--- config.mk ---
export PLATFORM = sky130hd
export DESIGN_NAME = nonce_result_serializer
export DESIGN_NICKNAME = d
export VERILOG_FILES = /design/src/rtl/nonce_result_serializer.sv
export SDC_FILE = /design/constraint.sdc
export NUM_CORES = 1
export LEC_CHECK = 0
export CORE_ASPECT_RATIO = 1.1
export CORE_MARGIN = 2
export CORE_UTILIZATION = 52
export CTS_CLUSTER_SIZE = 14
export DETAILED_ROUTE_END_ITERATION = 10
export PLACE_DENSITY = 0.75
export SLEW_MARGIN = 20
export SYNTH_ARGS = -nofsm -noshare
export SYNTH_HDL_FRONTEND = slang
export SYNTH_SLANG_ARGS = --single-unit
export TNS_END_PERCENT = 100
--- constraint.sdc ---
create_clock -name clk -period 3.7 [get_ports clk]
set_input_delay 0.74 -clock clk [delete_from_list [all_inputs] [get_ports clk]]
set_output_delay 0.74 -clock clk [all_outputs]
set_load 0.01 [all_outputs]
--- src/rtl/nonce_result_serializer.sv ---
// Queues nonce_decoder results and streams each one to the host as a byte frame:
// success = tag + 4 nonce bytes (MSB first), failure = tag only.
module nonce_result_serializer #(
  parameter int unsigned FIFO_DEPTH  = 4,
  parameter logic [7:0]  SUCCESS_TAG = 8'h01,
  parameter logic [7:0]  FAIL_TAG    = 8'h00
) (
  input  logic                          clk,
  input  logic                          rst,
  input  logic                          valid_i,
  input  logic                          success_i,
  input  logic [31:0]                   nonce_i,
  input  logic                          newblock_i,
  input  logic                          out_ready_i,
  output logic                          out_valid_o,
  output logic [7:0]                    out_data_o,
  output logic                          out_last_o,
  output logic                          overflow_o,
  output logic [$clog2(FIFO_DEPTH):0]   fifo_count_o
);

  localparam int unsigned PtrW = $clog2(FIFO_DEPTH);
  localparam int unsigned CntW = PtrW + 1;

  typedef enum logic {StIdle, StSend} state_e;

  state_e            state_q, state_d;
  logic [32:0]       mem [FIFO_DEPTH];
  logic [PtrW-1:0]   wr_ptr_q, rd_ptr_q, waddr;
  logic [CntW-1:0]   count_q, count_d;
  logic [32:0]       frame_q;
  logic [2:0]        idx_q;
  logic              overflow_q;
  logic              full, empty, push, pop, xfer, frame_last;

  assign full  = (count_q == CntW'(FIFO_DEPTH));
  assign empty = (count_q == '0);
  // Flush outranks the idle pop so a stale result never starts a frame.
  assign pop   = (state_q == StIdle) && !empty && !newblock_i;
  assign push  = valid_i && (newblock_i || !full || pop);
  assign xfer  = (state_q == StSend) && out_ready_i;
  assign frame_last = frame_q[32] ? (idx_q == 3'd4) : 1'b1;
  assign waddr = newblock_i ? '0 : wr_ptr_q;
  assign count_d = count_q + CntW'(push) - CntW'(pop);

  always_comb begin
    state_d = state_q;
    unique case (state_q)
      StIdle: if (pop) state_d = StSend;
      StSend: if (xfer && frame_last) state_d = StIdle;
      default: state_d = StIdle;
    endcase
  end

  always_ff @(posedge clk) begin
    if (push) mem[waddr] <= {success_i, nonce_i};
  end

  always_ff @(posedge clk) begin
    if (rst) begin
      state_q    <= StIdle;
      wr_ptr_q   <= '0;
      rd_ptr_q   <= '0;
      count_q    <= '0;
      frame_q    <= '0;
      idx_q      <= '0;
      overflow_q <= 1'b0;
    end else begin
      state_q <= state_d;
      if (newblock_i) begin
        rd_ptr_q <= '0;
        wr_ptr_q <= push ? PtrW'(1) : '0;
        count_q  <= push ? CntW'(1) : '0;
      end else begin
        if (push) wr_ptr_q <= wr_ptr_q + PtrW'(1);
        if (pop)  rd_ptr_q <= rd_ptr_q + PtrW'(1);
        count_q <= count_d;
      end
      if (valid_i && !push) overflow_q <= 1'b1;
      if (pop) begin
        frame_q <= mem[rd_ptr_q];
        idx_q   <= '0;
      end else if (xfer && !frame_last) begin
        idx_q <= idx_q + 3'd1;
      end
    end
  end

  always_comb begin
    out_data_o = 8'h00;
    if (state_q == StSend) begin
      case (idx_q)
        3'd0:    out_data_o = frame_q[32] ? SUCCESS_TAG : FAIL_TAG;
        3'd1:    out_data_o = frame_q[31:24];
        3'd2:    out_data_o = frame_q[23:16];
        3'd3:    out_data_o = frame_q[15:8];
        3'd4:    out_data_o = frame_q[7:0];
        default: out_data_o = 8'h00;
      endcase
    end
  end

  assign out_valid_o  = (state_q == StSend);
  assign out_last_o   = (state_q == StSend) && frame_last;
  assign overflow_o   = overflow_q;
  assign fifo_count_o = count_q;

endmodule
==> results of run 1 <==
## synth_stat cells, drive strengths merged (2+ instances only)
| library cell | number | share of area |
|---|---|---|
| a21oi | 7 | 0.0068 |
| a22o | 33 | 0.043 |
| a22oi | 6 | 0.0066 |
| a311oi | 8 | 0.010 |
| a31oi | 2 | 0.0018 |
| a32oi | 2 | 0.0026 |
| and2 | 2 | 0.0018 |
| buf | 16 | 0.018 |
| clkbuf | 8 | 0.0044 |
| dfxtp | 45 | 0.13 |
| edfxtp | 132 | 0.58 |
| ha | 7 | 0.013 |
| inv | 10 | 0.0055 |
| mux4 | 33 | 0.11 |
| nand2 | 5 | 0.0028 |
| nand2b | 2 | 0.0018 |
| nand3 | 14 | 0.010 |
| nand4 | 2 | 0.0018 |
| nor2 | 11 | 0.0061 |
| nor3 | 2 | 0.0015 |
| o21ai | 6 | 0.0044 |
| or3 | 4 | 0.0037 |
| xnor2 | 2 | 0.0026 |
## per-stage QoR
step / util / power, W / cells
6_report: 0.631 / 0.00430 / 600
2_1_floorplan: - / 0.00245 / 376
5_1_grt: 0.631 / 0.00444 / 600
3_5_place_dp: 0.585 / 0.00256 / 568
3_3_place_gp: 0.585 / 0.00255 / 568
4_1_cts: 0.631 / 0.00433 / 600
## cell usage in the layout (no fill, tap or decap), types with 3 or more instances in the layout
cell | Yosys | final
sky130_fd_sc_hd__ha_1 | 7 | 7
sky130_fd_sc_hd__clkinv_1 | 0 | 4
sky130_fd_sc_hd__clkdlybuf4s50_1 | 0 | 51
sky130_fd_sc_hd__edfxtp_1 | 132 | 132
sky130_fd_sc_hd__clkinv_4 | 0 | 3
sky130_fd_sc_hd__nand3_1 | 14 | 14
sky130_fd_sc_hd__o21ai_0 | 4 | 4
sky130_fd_sc_hd__a22oi_1 | 6 | 6
sky130_fd_sc_hd__a21oi_1 | 6 | 6
sky130_fd_sc_hd__clkbuf_16 | 0 | 17
sky130_fd_sc_hd__mux4_2 | 33 | 33
sky130_fd_sc_hd__a22o_1 | 33 | 33
sky130_fd_sc_hd__nor2_1 | 11 | 9
sky130_fd_sc_hd__a311oi_1 | 8 | 8
sky130_fd_sc_hd__dfxtp_1 | 45 | 44
sky130_fd_sc_hd__buf_4 | 1 | 8
sky130_fd_sc_hd__bufinv_16 | 0 | 3
sky130_fd_sc_hd__or3_1 | 4 | 4
sky130_fd_sc_hd__nand2_1 | 5 | 5
sky130_fd_sc_hd__inv_1 | 10 | 10
sky130_fd_sc_hd__clkinvlp_4 | 0 | 3
## area by class of cell
| type | count | area (um2) | area share |
|---|---|---|---|
| well taps | 157 | 196 | 0.0245 |
| clock buffers | 17 | 425 | 0.0531 |
| multi-input cells | 165 | 1750 | 0.219 |
| repair buffers | 59 | 571 | 0.0712 |
| inverters | 10 | 37.5 | 0.00468 |
| clock inverters | 15 | 168 | 0.0209 |
| flip-flops and latches | 177 | 4870 | 0.607 |
## flip-flops by register name (all words and copies together), names as in the netlist
signal	cells
mem	132
fifo_count_o	3
overflow_o	1
rd_ptr_q	2
frame_q	33
out_valid_o	1
idx_q	3
wr_ptr_q	2
## per-layer routing
metal  vias to the layer above  share of wire
met5                         -              0
met4                         0          0.017
met3                        16          0.054
met2                       128           0.52
met1                      1803           0.41
li1                       1634              -
## power groups by stage
stage	Combinational (W)	Clock (W)	Sequential (W)
6_report	0.000271	0.00178	0.00225
2_1_floorplan	0.000178	0	0.00228
4_1_cts	0.000275	0.00181	0.00225
3_3_place_gp	0.000264	0	0.00229
5_1_grt	0.000294	0.00189	0.00225
3_5_place_dp	0.000273	0	0.00229
## worst max-delay path: stages, from the launching register on
cell and delay (ns):
sky130_fd_sc_hd__dfxtp_1 0.38, sky130_fd_sc_hd__inv_1 0.08, sky130_fd_sc_hd__ha_1 0.28, sky130_fd_sc_hd__or3_1 0.39, sky130_fd_sc_hd__a21oi_1 0.53, sky130_fd_sc_hd__a311oi_1 0.19
sky130_fd_sc_hd__clkdlybuf4s50_1 0.53
## cell families after synthesis
family | count (synthesis) | share of synthesized area
and+or+nand+nor | 47 | 0.0369
xor gates and xnor gates | 2 | 0.00258
muxes | 35 | 0.113
DFF | 177 | 0.717
AOI/OAI and AO/OA | 73 | 0.0864
adders and majority gates | 8 | 0.0159
buffers and inverters | 34 | 0.0282
## how the worst max path moves through the flow
stage | from | to | slack, ns
2_1_floorplan | newblock_i | mem[3][0] | 0.77
3_3_place_gp | newblock_i | fifo_count_o[2] | 0.54
3_5_place_dp | newblock_i | fifo_count_o[2] | 0.43
4_1_cts | idx_q[1] | out_data_o[7] | 0.21
5_1_grt | idx_q[1] | out_data_o[7] | 0.05
6_report | idx_q[1] | out_data_o[7] | 0.16
==> impl_metrics.sql, run 1 <==
INSERT INTO impl_metrics (metric_group, metric, value, unit) VALUES
('outcome', 'outcome', 'finished, violations left', ''),
('outcome', 'failing_checks', 'DRC', ''),
('power_and_ir_drop', 'power.internal', '0.00340', 'W'),
('clock_tree', 'cts_inserted_buffers', '17', ''),
('floorplanning', 'count_of_boundary_i_o_pins', '52', ''),
('sta', 'period_share', '0.957', ''),
('worst_setup_path', 'worst-setup-path-type', 'flip-flop to output port', ''),
('floorplanning', 'die_width', '113', 'um'),
('yosys', 'seq_area_frac_synth', '0.717', ''),
('sta', 'timing.final.ws_setup', '0.161', 'ns'),
('finish', 'postLayoutCellArea', '8020', 'um2'),
('yosys', 'syn-cell-area', '6780', 'um2'),
('routing', 'total_wire_length_after_detailed_routing', '12400', 'um'),
('clock_tree', 'clk_pin_slew_worst_paths', '0.07', 'ns'),
('floorplanning', 'dieHeight', '124', 'um'),
('sta', 'hold_slack', '0.473', 'ns'),
('floorplanning', 'start_util', '0.534', ''),
('yosys', 'asyncSetResetFlopFracSynth', '0', ''),
('worst_setup_path', 'worstPathArrival', '2.80', 'ns'),
('yosys', 'synthesis.instances', '376', ''),
('placement', 'io_buffers', '51', ''),
('finish', 'nets', '476', ''),
('routing', 'drt_drc_violations_left', '3', ''),
('yosys', 'synth_enable_flop_cells', '132', ''),
('yosys', 'ys_ff_latch', '177', ''),
('sta', 'final.setup.tns', '0', 'ns'),
('routing', 'routed-via-count', '3581', ''),
('flow_run', 'maxCapViolations', '0', ''),
('worst_hold_path', 'hold_end', 'overflow_o', ''),
('power_and_ir_drop', 'cellPowerDensity', '536', 'nW/um2'),
('clock_tree', 'clkSinkCount', '177', ''),
('placement', 'routabilityCongestion', '0.868', ''),
('sta', 'max-slew-margin-rel', '0.414', ''),
('grt', 'grt_util_met3', '0.0457', ''),
('clock_tree', 'clock_tree.root_cell', 'sky130_fd_sc_hd__clkbuf_16', ''),
('routing', 'drt-initial-drc-count', '261', ''),
('sta', 'peak_clock_frequency_supported_by_timing', '283', 'MHz'),
('sta', 'tightest_slew', '0.877', 'ns'),
('worst_hold_path', 'worstHoldStart', 'overflow_o', ''),
('sta', 'slew_violations', '0', ''),
('grt', 'maximum_number_of_pins_on_one_net_before_global_route_repair', '38', ''),
('yosys', 'synth.avg_cell_area', '18.0', 'um2'),
('grt', 'total_overflow_reported_by_the_global_router', '0', ''),
('yosys', 'yosys.cell_types.count', '46', ''),
('power_and_ir_drop', 'p_sw_frac', '0.209', ''),
('routing', 'routed_via_density', '5.97', ''),
('worst_hold_path', 'hold_path_depth', '2', ''),
('worst_setup_path', 'start_kind', 'flip-flop', ''),
('routing', 'final_antenna_violating_net_count', '0', ''),
('grt', 'wire_length_of_the_first_global_routing_pass', '19400', 'um'),
('clock_tree', 'cts_tree', 'yes', ''),
('sta', 'setup-violations-final', '0', ''),
('power_and_ir_drop', 'total_leakage_power', '2.57', 'nW'),
('worst_setup_path', 'r2r_end', 'fifo_count_o[2]', ''),
('clock_tree', 'holdBufCountCts', '0', ''),
('power_and_ir_drop', 'p_clk_frac', '0.414', ''),
('worst_setup_path', 'critical_path.reg2reg.startpoint', 'fifo_count_o[2]', ''),
('floorplanning', 'core_area', '12700', 'um2'),
('grt', 'vias_in_the_first_global_route', '3543', ''),
('clock_tree', 'clk_path_buf_depth', '2', ''),
('clock_tree', 'post_cts_resized', '0', ''),
('grt', 'globalRouteMet1Util', '0.239', ''),
('yosys', 'dominantRegCellSynth', 'sky130_fd_sc_hd__edfxtp_1', ''),
('yosys', 'net_count_synth', '422', ''),
('placement', 'place_ws', '0.430', 'ns'),
('worst_setup_path', 'rr_worst_depth', '9', ''),
('power_and_ir_drop', 'switching_power', '0.000898', 'W'),
('finish', 'share_of_post_route_cells_with_drive_strength_above_1', '0.181', ''),
('worst_setup_path', 'r2r_slack', '1.25', 'ns'),
('routing', 'dr.pass1.iters', '8', ''),
('finish', 'fillerInstances', '888', '');
Power figures use the tool's default switching activity.
==> run 2, diff against run 1 <==
--- a/constraint.sdc
+++ b/constraint.sdc
@@ -3,2 +3,2 @@
 set_output_delay 0.74 -clock clk [all_outputs]
-set_load 0.01 [all_outputs]
+set_load 0.005 [all_outputs]
==> run 2 against run 1 <==
The flow still finishes with violations (DRC). Non-clock buffer count rose by 1. Via count rose by 1.4%. Sequential power hardly changed. Clock-buffer cell count rose by 1. Core utilization shrank 0.31 points. Power decreased by 3.4%. Worst setup slack better by 0.10 ns. Final area shrank 0.48%. Worst hold slack worse by 0.0051 ns. Combinational power is 3% lower.
==> impl_metrics.sql, run 2 (synthesis results as in run 1) <==
INSERT INTO impl_metrics (metric_group, metric, value, unit) VALUES
('worst_setup_path', 'worst-path-buf-inv', '2', ''),
('sta', 'peak_clock_frequency_supported_by_timing', '291', 'MHz'),
('clock_tree', 'cts.htree.levels', '4', ''),
('sta', 'setup-violations-final', '0', ''),
('grt', 'vias_in_the_first_global_route', '3735', ''),
('worst_setup_path', 'r2r_slack', '1.26', 'ns'),
('finish', 'layout.cells.most_common_list', 'sky130_fd_sc_hd__edfxtp_1, sky130_fd_sc_hd__clkdlybuf4s50_1, sky130_fd_sc_hd__dfxtp_1, sky130_fd_sc_hd__mux4_2, sky130_fd_sc_hd__a22o_1', ''),
('finish', 'reg.largest.list', 'mem x132, frame_q x33', ''),
('routing', 'wire_per_inst', '21.6', 'um'),
('placement', 'io_buffers', '51', ''),
('worst_setup_path', 'critical_path.reg2reg.startpoint', 'fifo_count_o[2]', ''),
('sta', 'final.setup.tns', '0', 'ns'),
('clock_tree', 'clk_path_buf_depth', '2', ''),
('sta', 'slew_violations', '0', ''),
('worst_setup_path', 'worst_setup_path_startpoint', 'idx_q[1]', ''),
('power_and_ir_drop', 'totalPowerFinal', '0.00415', 'W'),
('routing', 'final_antenna_violating_net_count', '0', ''),
('finish', 'nets', '477', ''),
('grt', 'grt_use_total', '0.198', ''),
('worst_setup_path', 'rr_worst_depth', '9', ''),
('outcome', 'failing_checks', 'DRC', ''),
('clock_tree', 'clock_tree.root_cell', 'sky130_fd_sc_hd__clkbuf_16', ''),
('power_and_ir_drop', 'max-vdd-ir-drop', '0.000306', 'V'),
('outcome', 'outcome', 'finished, violations left', ''),
('flow_run', 'maxCapViolations', '0', ''),
('sta', 'tightest_slew', '0.974', 'ns'),
('clock_tree', 'post_cts_resized', '0', ''),
('sta', 'period_needed', '3.44', 'ns'),
('floorplanning', 'num_rows', '43', ''),
('worst_setup_path', 'critPathTopFamily', 'compound AO/OA/AOI/OAI gates', ''),
('worst_setup_path', 'critPathCaptureType', 'output port', ''),
('finish', 'layout.cells.most_common', 'sky130_fd_sc_hd__edfxtp_1', ''),
('routing', 'drt-initial-drc-count', '271', ''),
('finish', 'synthToLayoutAreaGrowth', '17.6', '%'),
('floorplanning', 'core_area', '12700', 'um2'),
('sta', 'fin_skew', '0.00816', 'ns'),
('routing', 'drt_drc_violations_left', '3', ''),
('worst_setup_path', 'cpMaxStageDelayCell', 'sky130_fd_sc_hd__a21oi_1', ''),
('floorplanning', 'die_width', '113', 'um'),
('worst_setup_path', 'worst-setup-path-type', 'flip-flop to output port', ''),
('worst_setup_path', 'r2r_end', 'fifo_count_o[2]', ''),
('worst_setup_path', 'worstPathArrival', '2.70', 'ns'),
('grt', 'grt_util_met3', '0.0404', ''),
('routing', 'routed_via_density', '6.04', ''),
('routing', 'total_wire_length_after_detailed_routing', '13000', 'um'),
('worst_setup_path', 'cp-endpoint', 'out_data_o[3]', ''),
('grt', 'wire_length_of_the_first_global_routing_pass', '20400', 'um'),
('worst_setup_path', 'worst_path_cell_trace', 'inv_1 > ha_1 > or3_1 > a21oi_1 > a311oi_1 > clkdlybuf4s50_1', ''),
('clock_tree', 'cts_tree', 'yes', ''),
('finish', 'largest_reg_flops', '132', ''),
('clock_tree', 'clk_pin_slew_worst_paths', '0.07', 'ns'),
('power_and_ir_drop', 'cellPowerDensity', '521', 'nW/um2'),
('worst_setup_path', 'timing.critical_path.required', '2.96', 'ns'),
('floorplanning', 'count_of_boundary_i_o_pins', '52', ''),
('placement', 'routabilityCongestion', '0.863', ''),
('routing', 'dr.pass1.iters', '7', ''),
('grt', 'total_overflow_reported_by_the_global_router', '0', ''),
('floorplanning', 'design.die.area', '14000', 'um2'),
('routing', 'routed-via-count', '3630', ''),
('clock_tree', 'cts_setup_buffers', '0', ''),
('worst_setup_path', 'start_kind', 'flip-flop', ''),
('sta', 'rsz0062_at_grt', 'false', ''),
('floorplanning', 'start_util', '0.534', ''),
('finish', 'largest_register', 'mem', ''),
('clock_tree', 'clkSinkCount', '177', ''),
('floorplanning', 'dieHeight', '124', 'um'),
('clock_tree', 'clk-insertion-delay-late', '0.42', 'ns'),
('power_and_ir_drop', 'total_leakage_power', '2.55', 'nW'),
('finish', 'share_of_post_route_cells_with_drive_strength_above_1', '0.189', ''),
('sta', 'final_hold_viol_count', '0', ''),
('worst_setup_path', 'cpPeakStageDelay', '0.50', 'ns'),
('grt', 'globalRouteMet1Util', '0.245', ''),
('sta', 'period_share', '0.929', ''),
('worst_setup_path', 'crit_cells', '6', ''),
('placement', 'dp_hpwl', '8090', 'um'),
('finish', 'n_antenna_cell', '0', ''),
('worst_setup_path', 'timing.critical_path.fanout_max', '9', ''),
('grt', 'grtUsageMet2', '0.352', ''),
('grt', 'antenna_found_initial', '0', ''),
('grt', 'busiest_layer', 'met2', ''),
('clock_tree', 'cts_inserted_buffers', '17', ''),
('worst_hold_path', 'hold_class', 'flip-flop to flip-flop', ''),
('sta', 'hold_slack', '0.468', 'ns'),
('grt', 'maximum_number_of_pins_on_one_net_before_global_route_repair', '34', ''),
('sta', 'max-slew-margin-rel', '0.351', ''),
('clock_tree', 'holdBufCountCts', '0', '');
==> run 2: power by group <==
| group | leakage (nW) | total [W] | switching (W) | internal [W] |
|---|---|---|---|---|
| clock network | 0.253 | 0.00163 | 0.000750 | 0.000882 |
| registers | 1.58 | 0.00226 | 0.0000497 | 0.00221 |
| logic | 0.718 | 0.000264 | 0.000126 | 0.000138 |
| total | 2.55 | 0.00415 | 0.000926 | 0.00323 |
==> run 2: worst register-to-register path, stage by stage, from the launching register on <==
cell,delay (ns)
sky130_fd_sc_hd__dfxtp_1,0.35
sky130_fd_sc_hd__or3_1,0.53
sky130_fd_sc_hd__and2_1,0.23
sky130_fd_sc_hd__ha_1,0.28
sky130_fd_sc_hd__inv_1,0.04
sky130_fd_sc_hd__ha_1,0.18
sky130_fd_sc_hd__fa_1,0.37
sky130_fd_sc_hd__xnor2_1,0.17
sky130_fd_sc_hd__xnor2_1,0.14
sky130_fd_sc_hd__nor2_1,0.05
==> run 2: layer usage <==
| layer | vias up | wire [um] |
|---|---|---|
| met3 | 18 | 566 |
| met4 | 0 | 201 |
| li1 | 1636 | - |
| met1 | 1883 | 5390 |
| met2 | 93 | 6800 |
| met5 | - | 0 |
==> run 2: per-stage QoR <==
step | util | cell area [um2] | worst slack (ns) | instances
after floorplan | - | 6790 | 0.774 | 376
after global placement | 0.585 | 7430 | 0.537 | 569
after detailed placement | 0.585 | 7430 | 0.432 | 569
after CTS | 0.628 | 7980 | 0.277 | 601
after global routing | 0.628 | 7980 | 0.0998 | 601
final | 0.628 | 7980 | 0.264 | 601
==> run 2: cell type report <==
class	count	area, um2
Timing Repair Buffer	60	578
Tap cell	157	196
Clock buffer	18	439
Multi-Input combinational cell	165	1750
Sequential cell	177	4870
Fill cell	879	4720
Inverter	10	37.5
Clock inverter	14	108
==> run 2: worst min path at each step <==
stage,from,to,slack (ns),depth (start not counted)
2_1_floorplan,frame_q[21],frame_q[21],0.44,1
3_3_place_gp,overflow_o,overflow_o,0.45,2
3_5_place_dp,overflow_o,overflow_o,0.46,2
4_1_cts,overflow_o,overflow_o,0.47,2
5_1_grt,frame_q[24],frame_q[24],0.51,1
6_report,overflow_o,overflow_o,0.47,2
